==> src/rtl/mem_port_arbiter_if.sv <==
// mem_port_arbiter_if
// Bundles every handshake/bus signal around the unified memory-port arbiter.
//   fetch side : ifreq, ifaddr -> ifrdata, ifready
//   data side  : dreq, dwe, dbe, daddr, dwdata -> drdata, dready
//   memory side: mreq, mwe, mbe, maddr, mwdata <- mrdata, mack
//   status     : buserr (sticky watchdog abort flag)
// Modports:
//   master - the arbiter itself (owns the memory port, answers both requesters)
//   slave  - everything around it (pipeline requesters and the memory)
interface mem_port_arbiter_if;
  logic        ifreq;
  logic [31:0] ifaddr;
  logic [31:0] ifrdata;
  logic        ifready;

  logic        dreq;
  logic        dwe;
  logic [3:0]  dbe;
  logic [31:0] daddr;
  logic [31:0] dwdata;
  logic [31:0] drdata;
  logic        dready;

  logic        mreq;
  logic        mwe;
  logic [3:0]  mbe;
  logic [31:0] maddr;
  logic [31:0] mwdata;
  logic [31:0] mrdata;
  logic        mack;

  logic        buserr;

  modport master (
    input  ifreq, ifaddr, dreq, dwe, dbe, daddr, dwdata, mrdata, mack,
    output ifrdata, ifready, drdata, dready, mreq, mwe, mbe, maddr, mwdata, buserr
  );

  modport slave (
    output ifreq, ifaddr, dreq, dwe, dbe, daddr, dwdata, mrdata, mack,
    input  ifrdata, ifready, drdata, dready, mreq, mwe, mbe, maddr, mwdata, buserr
  );
endinterface

==> src/rtl/mem_port_arbiter.sv <==
// mem_port_arbiter
// Shares one memory port between the fetch stage and the memory stage with fixed
// data-first priority, one transaction at a time. Address/control/data are latched
// at grant, the access waits for mack, and the result returns with a one-cycle ready
// pulse. A watchdog aborts an access that sees no mack for TIMEOUT busy cycles,
// returns ERR_DATA and sets the sticky buserr flag.
// Ports:
//   clk   - clock, all state on the rising edge
//   reset - asynchronous active-low reset
//   bus   - mem_port_arbiter_if.master (fetch, data and memory handshakes, buserr)
module mem_port_arbiter #(
  parameter logic [15:0] TIMEOUT  = 16'd255,
  parameter logic [31:0] ERR_DATA = 32'h0000_0000
) (
  input logic                clk,
  input logic                reset,
  mem_port_arbiter_if.master bus
);

  typedef enum logic [1:0] {
    StIdle  = 2'd0,
    StIBusy = 2'd1,
    StDBusy = 2'd2
  } state_e;

  state_e      state_q, state_d;
  logic [15:0] wdog_q, wdog_d;
  logic        mreq_q;
  logic        mwe_q, mwe_d;
  logic [3:0]  mbe_q, mbe_d;
  logic [31:0] maddr_q, maddr_d;
  logic [31:0] mwdata_q, mwdata_d;
  logic [31:0] ifrdata_q, ifrdata_d;
  logic [31:0] drdata_q, drdata_d;
  logic        ifready_q, ifready_d;
  logic        dready_q, dready_d;
  logic        buserr_q, buserr_d;

  logic        busy, abort, done, arb;
  logic        i_ok, d_ok, grant_i, grant_d;
  logic [31:0] rdata;

  always_comb begin
    state_d   = state_q;
    wdog_d    = wdog_q;
    mwe_d     = mwe_q;
    mbe_d     = mbe_q;
    maddr_d   = maddr_q;
    mwdata_d  = mwdata_q;
    ifrdata_d = ifrdata_q;
    drdata_d  = drdata_q;
    ifready_d = 1'b0;
    dready_d  = 1'b0;
    buserr_d  = buserr_q;

    busy  = (state_q != StIdle);
    abort = busy && !bus.mack && (TIMEOUT != 16'd0) && (wdog_q == TIMEOUT - 16'd1);
    done  = busy && (bus.mack || abort);
    rdata = bus.mack ? bus.mrdata : ERR_DATA;

    // A requester keeps req high through its ready cycle, so it is not eligible
    // while being completed nor while its ready pulse is up; otherwise the same
    // access would be issued twice.
    i_ok = bus.ifreq && !ifready_q && !(done && (state_q == StIBusy));
    d_ok = bus.dreq && !dready_q && !(done && (state_q == StDBusy));

    // Abort forces one IDLE cycle so mreq visibly drops.
    arb     = (state_q == StIdle) || (done && !abort);
    grant_d = arb && d_ok;
    grant_i = arb && !d_ok && i_ok;

    if (done) begin
      state_d = StIdle;
    end
    if (grant_d) begin
      state_d  = StDBusy;
      maddr_d  = bus.daddr;
      mwe_d    = bus.dwe;
      mbe_d    = bus.dwe ? bus.dbe : 4'hF;
      mwdata_d = bus.dwdata;
    end else if (grant_i) begin
      state_d = StIBusy;
      maddr_d = bus.ifaddr;
      mwe_d   = 1'b0;
      mbe_d   = 4'hF;
    end

    if ((state_d == StIdle) || grant_d || grant_i) begin
      wdog_d = 16'd0;
    end else if (!bus.mack && (TIMEOUT != 16'd0)) begin
      wdog_d = wdog_q + 16'd1;
    end

    if (done && (state_q == StIBusy)) begin
      ifready_d = 1'b1;
      ifrdata_d = rdata;
    end
    if (done && (state_q == StDBusy)) begin
      dready_d = 1'b1;
      drdata_d = mwe_q ? 32'h0000_0000 : rdata;
    end

    if (abort) begin
      buserr_d = 1'b1;
    end
  end

  always_ff @(posedge clk or negedge reset) begin
    if (!reset) begin
      state_q   <= StIdle;
      wdog_q    <= 16'd0;
      mreq_q    <= 1'b0;
      mwe_q     <= 1'b0;
      mbe_q     <= 4'h0;
      maddr_q   <= 32'h0;
      mwdata_q  <= 32'h0;
      ifrdata_q <= 32'h0;
      drdata_q  <= 32'h0;
      ifready_q <= 1'b0;
      dready_q  <= 1'b0;
      buserr_q  <= 1'b0;
    end else begin
      state_q   <= state_d;
      wdog_q    <= wdog_d;
      mreq_q    <= (state_d != StIdle);
      mwe_q     <= mwe_d;
      mbe_q     <= mbe_d;
      maddr_q   <= maddr_d;
      mwdata_q  <= mwdata_d;
      ifrdata_q <= ifrdata_d;
      drdata_q  <= drdata_d;
      ifready_q <= ifready_d;
      dready_q  <= dready_d;
      buserr_q  <= buserr_d;
    end
  end

  assign bus.mreq    = mreq_q;
  assign bus.mwe     = mwe_q;
  assign bus.mbe     = mbe_q;
  assign bus.maddr   = maddr_q;
  assign bus.mwdata  = mwdata_q;
  assign bus.ifrdata = ifrdata_q;
  assign bus.ifready = ifready_q;
  assign bus.drdata  = drdata_q;
  assign bus.dready  = dready_q;
  assign bus.buserr  = buserr_q;

endmodule
==> src/flat_wrapper.sv <==
// flat-port wrapper written by rule: the top's interface ports become plain ports
module mem_port_arbiter_flat 
#(
  parameter logic [15:0] TIMEOUT  = 16'd255,
  parameter logic [31:0] ERR_DATA = 32'h0000_0000
)
  (clk, reset, bus_ifreq, bus_ifaddr, bus_dreq, bus_dwe, bus_dbe, bus_daddr, bus_dwdata, bus_mrdata, bus_mack, bus_ifrdata, bus_ifready, bus_drdata, bus_dready, bus_mreq, bus_mwe, bus_mbe, bus_maddr, bus_mwdata, bus_buserr);
  mem_port_arbiter_if bus_i ();
  input logic clk;
  input logic reset;
  input wire logic [$bits(bus_i.ifreq)-1:0] bus_ifreq;
  input wire logic [$bits(bus_i.ifaddr)-1:0] bus_ifaddr;
  input wire logic [$bits(bus_i.dreq)-1:0] bus_dreq;
  input wire logic [$bits(bus_i.dwe)-1:0] bus_dwe;
  input wire logic [$bits(bus_i.dbe)-1:0] bus_dbe;
  input wire logic [$bits(bus_i.daddr)-1:0] bus_daddr;
  input wire logic [$bits(bus_i.dwdata)-1:0] bus_dwdata;
  input wire logic [$bits(bus_i.mrdata)-1:0] bus_mrdata;
  input wire logic [$bits(bus_i.mack)-1:0] bus_mack;
  output wire logic [$bits(bus_i.ifrdata)-1:0] bus_ifrdata;
  output wire logic [$bits(bus_i.ifready)-1:0] bus_ifready;
  output wire logic [$bits(bus_i.drdata)-1:0] bus_drdata;
  output wire logic [$bits(bus_i.dready)-1:0] bus_dready;
  output wire logic [$bits(bus_i.mreq)-1:0] bus_mreq;
  output wire logic [$bits(bus_i.mwe)-1:0] bus_mwe;
  output wire logic [$bits(bus_i.mbe)-1:0] bus_mbe;
  output wire logic [$bits(bus_i.maddr)-1:0] bus_maddr;
  output wire logic [$bits(bus_i.mwdata)-1:0] bus_mwdata;
  output wire logic [$bits(bus_i.buserr)-1:0] bus_buserr;
  assign bus_i.ifreq = bus_ifreq;
  assign bus_i.ifaddr = bus_ifaddr;
  assign bus_i.dreq = bus_dreq;
  assign bus_i.dwe = bus_dwe;
  assign bus_i.dbe = bus_dbe;
  assign bus_i.daddr = bus_daddr;
  assign bus_i.dwdata = bus_dwdata;
  assign bus_i.mrdata = bus_mrdata;
  assign bus_i.mack = bus_mack;
  assign bus_ifrdata = bus_i.ifrdata;
  assign bus_ifready = bus_i.ifready;
  assign bus_drdata = bus_i.drdata;
  assign bus_dready = bus_i.dready;
  assign bus_mreq = bus_i.mreq;
  assign bus_mwe = bus_i.mwe;
  assign bus_mbe = bus_i.mbe;
  assign bus_maddr = bus_i.maddr;
  assign bus_mwdata = bus_i.mwdata;
  assign bus_buserr = bus_i.buserr;
  mem_port_arbiter #(.TIMEOUT(TIMEOUT), .ERR_DATA(ERR_DATA)) u_core (.clk(clk), .reset(reset), .bus(bus_i));
endmodule
==> config.mk <==
export PLATFORM = sky130hd
export DESIGN_NAME = mem_port_arbiter_flat
export DESIGN_NICKNAME = d
export VERILOG_FILES = /design/src/rtl/mem_port_arbiter_if.sv /design/src/rtl/mem_port_arbiter.sv /design/src/flat_wrapper.sv
export SDC_FILE = /design/constraint.sdc
export NUM_CORES = 1
export LEC_CHECK = 0
export BUFFER_PORTS_ARGS = -buffer_cell sky130_fd_sc_hd__buf_4
export CAP_MARGIN = 20
export CORE_AREA = 5 5 131 182
export CTS_CLUSTER_SIZE = 14
export DETAILED_ROUTE_END_ITERATION = 12
export DIE_AREA = 0 0 136 187
export PLACE_DENSITY = 0.61
export SLEW_MARGIN = 40
export SYNTH_ARGS = -nofsm -noshare
export SYNTH_HDL_FRONTEND = slang
export SYNTH_SLANG_ARGS = --single-unit
==> constraint.sdc <==
create_clock -name clk -period 4.55 [get_ports clk]
set_input_delay 0.455 -clock clk [delete_from_list [all_inputs] [get_ports clk]]
set_output_delay 0.455 -clock clk [all_outputs]
set_load 0.02 [all_outputs]
Yosys cells after proc, flatten, opt, wreduce, memory -nomap -nowiden. Index checks and enable logic that the tools add are counted.

Output and inout port bits: 137. Logic and storage cells: 62. Register bits after elaboration: 155.

Add/sub/neg operators: 1. Equality and inequality tests: 4. Reductions and logical operators: 29. Mux-type cells: 16.

Operators by type and width (number): 2-to-1 mux 32 bit (4); 2-to-1 mux 16 bit (2); adder 16 x 1 -> 16 bit (second input constant) (1); == test 16 x 8 -> 1 bit (second input constant) (1); logical AND 1 bit (13); 2-to-1 mux 4 bit (3); logical NOT 1 bit (7); 2-to-1 mux 2 bit (3); nonzero test 2 bit (3); logical NOT 2 bit (2); logical OR 1 bit (4); 2-to-1 mux 1 bit (4); == test 2 x 1 -> 1 bit (second input constant) (1); == test 2 bit (second input constant) (1); inequality test 2 x 1 -> 1 bit (second input constant) (1).

Longest topological paths before layout.
Word-level depth: 17. Mapped depth: 8. Depth with buffers taken out: 5.

Least setup slack after synthesis. No wires, ideal clock.

Kind: input port to flip-flop. Start point: input bus_mack. End point: register u_core.drdata_q[10], in the netlist u_core.bus.drdata[10]. Slack: 2.614 ns. Path buffers: 4. Data arrival time: 1.814 ns. Stages on the path: 8. Path through: buf_6 -> and3b_1 -> buf_4 -> nand3_4 -> or3_1 -> buf_6 -> buf_6 -> a32o_1.

Word-level cells in the longest chain between the ends: 6.

Ends and longest elaborated chain: from (decl) (RTL line flat_wrapper.sv:19) `input wire logic [$bits(bus_i.mack)-1:0] bus_mack;`; logical NOT 1 bit (RTL line mem_port_arbiter.sv:57) `abort = busy && !bus.mack && (TIMEOUT != 16'd0) && (wdog_q == TIMEOUT - 16'd1);`; logical AND 1 bit (2 in a row) (RTL line mem_port_arbiter.sv:57); logical OR 1 bit (RTL line mem_port_arbiter.sv:58) `done = busy && (bus.mack || abort);`; logical AND 1 bit (RTL line mem_port_arbiter.sv:58); logical AND 1 bit (RTL line mem_port_arbiter.sv:98) `if (done && (state_q == StDBusy)) begin`; to (signal assigned) (RTL line mem_port_arbiter.sv:131) `drdata_q <= drdata_d;`; to (decl) (RTL line mem_port_arbiter.sv:34) `logic [31:0] drdata_q, drdata_d;`.

Parallel ways exist; a longest one is shown, timed or not. A chain may end at the register's enable or synchronous reset.

Worst setup path in the final report.
Start point: register u_core.wdog_q[9]. End point: register u_core.state_q[0].

Word-level cells in the longest chain between the ends: 12.

Ends and longest elaborated chain: from (decl) (RTL line mem_port_arbiter.sv:27) `logic [15:0] wdog_q, wdog_d;`; from (signal assigned) (RTL line mem_port_arbiter.sv:124) `wdog_q <= wdog_d;`; == test 16 x 8 -> 1 bit (*) (RTL line mem_port_arbiter.sv:57); logical AND 1 bit (*) (RTL line mem_port_arbiter.sv:57); logical OR 1 bit (RTL line mem_port_arbiter.sv:58); logical AND 1 bit (RTL line mem_port_arbiter.sv:58); logical AND 1 bit (RTL line mem_port_arbiter.sv:65) `d_ok = bus.dreq && !dready_q && !(done && (state_q == StDBusy));`; logical NOT 1 bit (RTL line mem_port_arbiter.sv:65); logical AND 1 bit (RTL line mem_port_arbiter.sv:65); logical NOT 1 bit (RTL line mem_port_arbiter.sv:70) `grant_i = arb && !d_ok && i_ok;`; logical AND 1 bit (2 in a row) (RTL line mem_port_arbiter.sv:70); 2-to-1 mux 2 bit (RTL line mem_port_arbiter.sv:81) `end else if (grant_i) begin`; 2-to-1 mux 2 bit (*) (RTL line mem_port_arbiter.sv:75) `if (grant_d) begin`; net u_core.state_d[0] (RTL line mem_port_arbiter.sv:26) `state_e state_q, state_d;`; to (signal assigned) (RTL line mem_port_arbiter.sv:110) `state_q <= StIdle;`; to (signal assigned) (RTL line mem_port_arbiter.sv:123) `state_q <= state_d;`; to (decl) (RTL line mem_port_arbiter.sv:26).

Mark *: on every way through the listed nets, which the timed path passes. The rest lies on a longest branch.

==> reports/results.txt <==
Worst setup SP type: register
initial antenna violation count: 0
Root Buffer: clkbuf_16
# H-tree levels: 4
fin worst setup slack: 2.32 ns
setup tns final: 0 ns
Seq/Total Area, Yosys: 59.8%
Power Dens Cells: 711 nW/um2
Lkg Pwr: 4.40 nW
Synth area leader: dfrtp_1
post-synthesis simple-gate area fraction: 16.4%
VDD IR-drop max: 0.306 mV
clock period minus final worst setup slack: 2.23 ns
Die X: 136 um
combinational power share: 45.2%
Nets: 992
Final ANT Viol Nets: 0
synth-to-layout area growth: 44.9%
largest net degree at the start of global routing: 48
die footprint: 25400 um2
Setup Buffers After CTS: 0
grt total ovfl: 0
synth warn: 0
vias per inst: 4.80
CTS Sinks: 155
Clock Latency Late Sink: 0.42 ns
worst reg2reg path depth: 5
Cells after Synth: 588
pre-CTS setup slack: 2.24 ns
vias: 5575
Cell Area, Placed: 8840 um2
# resized after CTS: 0
Synth Area in XOR/XNOR: 1.62%
CORE AREA: 21900 um2
routability cong.: 0.818
Post-synth top flop: dfrtp_1
max-cap viol count: 0
M3 GR Usage: 4.79%
synth unique cells: 38
share of cells above drive strength 1: 41.8%
mux cell area share after synthesis: 0%
Finished Core Util: 43.0%
mapped cell area: 6490 um2
I/O Buffers: 274
worst min path class: in -> reg
vias in the first global route: 5754
starting density of the core: 29.7%
M2 GR Usage: 25.6%
Fmax: 449 MHz
Critical Path RT: 4.80 ns
syn nets: 728
All-Layer GR Usage: 15.8%
main combinational cell family by area after synthesis: compound AO/OA/AOI/OAI gates
met1 GRT Util: 19.4%
Seq cells post-synth: 155
io pins: 275
Iter 0 DRT Violations: 334
RSZ-0062 raised after global routing: no
Adder-Cell Fraction of Synth Area: 0.386%
floorplan row count: 64
die height: 187 um
most frequent cells in the layout: buf_4 (284), dfrtp_1 (155), nand2_1 (135)
Inserted Diodes: 0
Setup Viol. Count Final: 0
Clk pwr share: 19.9%
Design Area, Final: 9400 um2
first-pass GRT wire length: 31900 um
final hold vios: 0
GRT busiest layer: met2
Filler cells: 2160
CTS buffer count: 17
Sw Share: 39.8%
DP Wirelength: 14600 um
Worst setup EP type: register
hold path cells: 3
CTS clock-pin slew for the worst setup and hold paths: 0.07 ns
compound-cell area share of the yosys netlist: 18.5%
Residual DRC: 0
worst path arrival time: 2.48 ns
P_int: 0.00402 W
status: completed
clk_skew: 0.0133 ns
Max-slew headroom: 50.8%
Setup Crit Path Kind: reg -> reg
Post-synth EDFFs: 0
Area contributors post-synth: dfrtp_1 (60%), nand2_1 (7.9%), o221a_2 (5.6%)
CTS tree: yes
max-slew violation count: 0
Mapped Avg Cell Area: 11.0 um2
DRT Pass-1 Iters: 5
Max FO, Critical Path: 23
commonest non-fill, non-tap cell in the layout: buf_4
final WL: 20300 um
Seq pwr share: 34.8%
NetSw: 0.00266 W
Clock Path Buffers: 2
Yosys top cell area share: 59.8%
wire per inst: 17.5 um
worst-margin pin slew: 0.735 ns
Post-synth ARST share: 100%
fin crit share: 48.9%
critical path: stages (launching register included):
cell	delay, ns
dfrtp_1	0.41
nor4_1	0.32
nand4b_1	0.22
nor2_2	0.59
buf_4	0.38
o21ai_0	0.13
area by class of cell:
class | instances | area (um2) | area share [%]
clock buffers | 18 | 439 | 4.67
multi-input cells | 388 | 2410 | 25.6
inverters | 3 | 11.3 | 0.120
flip-flops and latches | 155 | 3880 | 41.3
clock inverters | 13 | 106 | 1.13
repair buffers | 287 | 2180 | 23.2
well taps | 297 | 372 | 3.95
power groups by stage:
stage | Clock [W] | Combinational (W) | Sequential, W
after floorplan | 0 | 0.00106 | 0.00296
after global placement | 0 | 0.00304 | 0.00233
after detailed placement | 0 | 0.00309 | 0.00234
after CTS | 0.00137 | 0.00308 | 0.00233
after global routing | 0.00142 | 0.00328 | 0.00240
final | 0.00133 | 0.00302 | 0.00233
state kept, by name, indices dropped and copies added (netlist names), 2 cells and up:
| name | flops |
|---|---|
| u_core.bus.mwdata | 32 |
| u_core.bus.mbe | 4 |
| u_core.bus.ifrdata | 32 |
| u_core.wdog_q | 16 |
| u_core.bus.drdata | 32 |
| u_core.bus.maddr | 32 |
| u_core.state_q | 2 |
per-stage QoR:
stage	hold WS (ns)	cells	power, W
6_report	0.221	1161	0.00668
5_1_grt	0.207	1161	0.00710
4_1_cts	0.198	1161	0.00678
3_5_place_dp	0.410	1129	0.00543
3_3_place_gp	0.460	1128	0.00537
2_1_floorplan	0.159	588	0.00402
cell usage after synthesis (2+ instances only):
| library cell | number |
|---|---|
| nor3_1 | 3 |
| or3_1 | 4 |
| inv_1 | 2 |
| xor2_1 | 6 |
| and3_1 | 2 |
| a22oi_1 | 32 |
| ha_1 | 2 |
| nand3_1 | 8 |
| o21ai_0 | 39 |
| nand2_1 | 136 |
| nand2b_1 | 35 |
| o221a_2 | 32 |
| nor2_1 | 18 |
| nand4_1 | 4 |
| buf_6 | 5 |
| and3b_1 | 3 |
| clkbuf_1 | 32 |
| o22a_1 | 4 |
| a21oi_1 | 2 |
| nor2b_1 | 4 |
| a32o_1 | 32 |
| nor4_1 | 3 |
| buf_2 | 4 |
| xnor2_1 | 6 |
| nand4b_1 | 2 |
| or2_2 | 2 |
| dfrtp_1 | 155 |
worst paths after layout:
path                                      start                endpoint  slack (ns)
setup / recovery               u_core.wdog_q[9]       u_core.state_q[0]        2.32
hold / removal                    bus_dwdata[1]    u_core.bus.mwdata[1]        0.22
setup reg to reg               u_core.wdog_q[9]       u_core.state_q[0]        2.32
hold reg to reg            u_core.bus.mwdata[3]    u_core.bus.mwdata[3]        0.47
max in group asynchronous                 reset   u_core.bus.drdata[10]        2.87
min in group asynchronous                 reset  u_core.bus.ifrdata[17]        0.53
cell families after synthesis:
family,after synthesis
AO/OA/AOI/OAI,145
XOR/XNOR,12
adder cells (fa/ha/maj),2
buffers and inverters,45
flip-flops,155
AND/OR/NAND/NOR,229
what timing repair did:
item / 4_1_cts / 5_1_grt
hold buffers: 1 / 0
endpoints found under the hold margin: 39 / 0
endpoints found under the setup margin: 0 / 0
per-layer routing:
metal	up-vias	wire length, um
met5	-	0
met4	0	589
met3	34	1670
met2	234	9970
met1	2669	8080
li1	2638	-
Power figures use the tool's default switching activity.
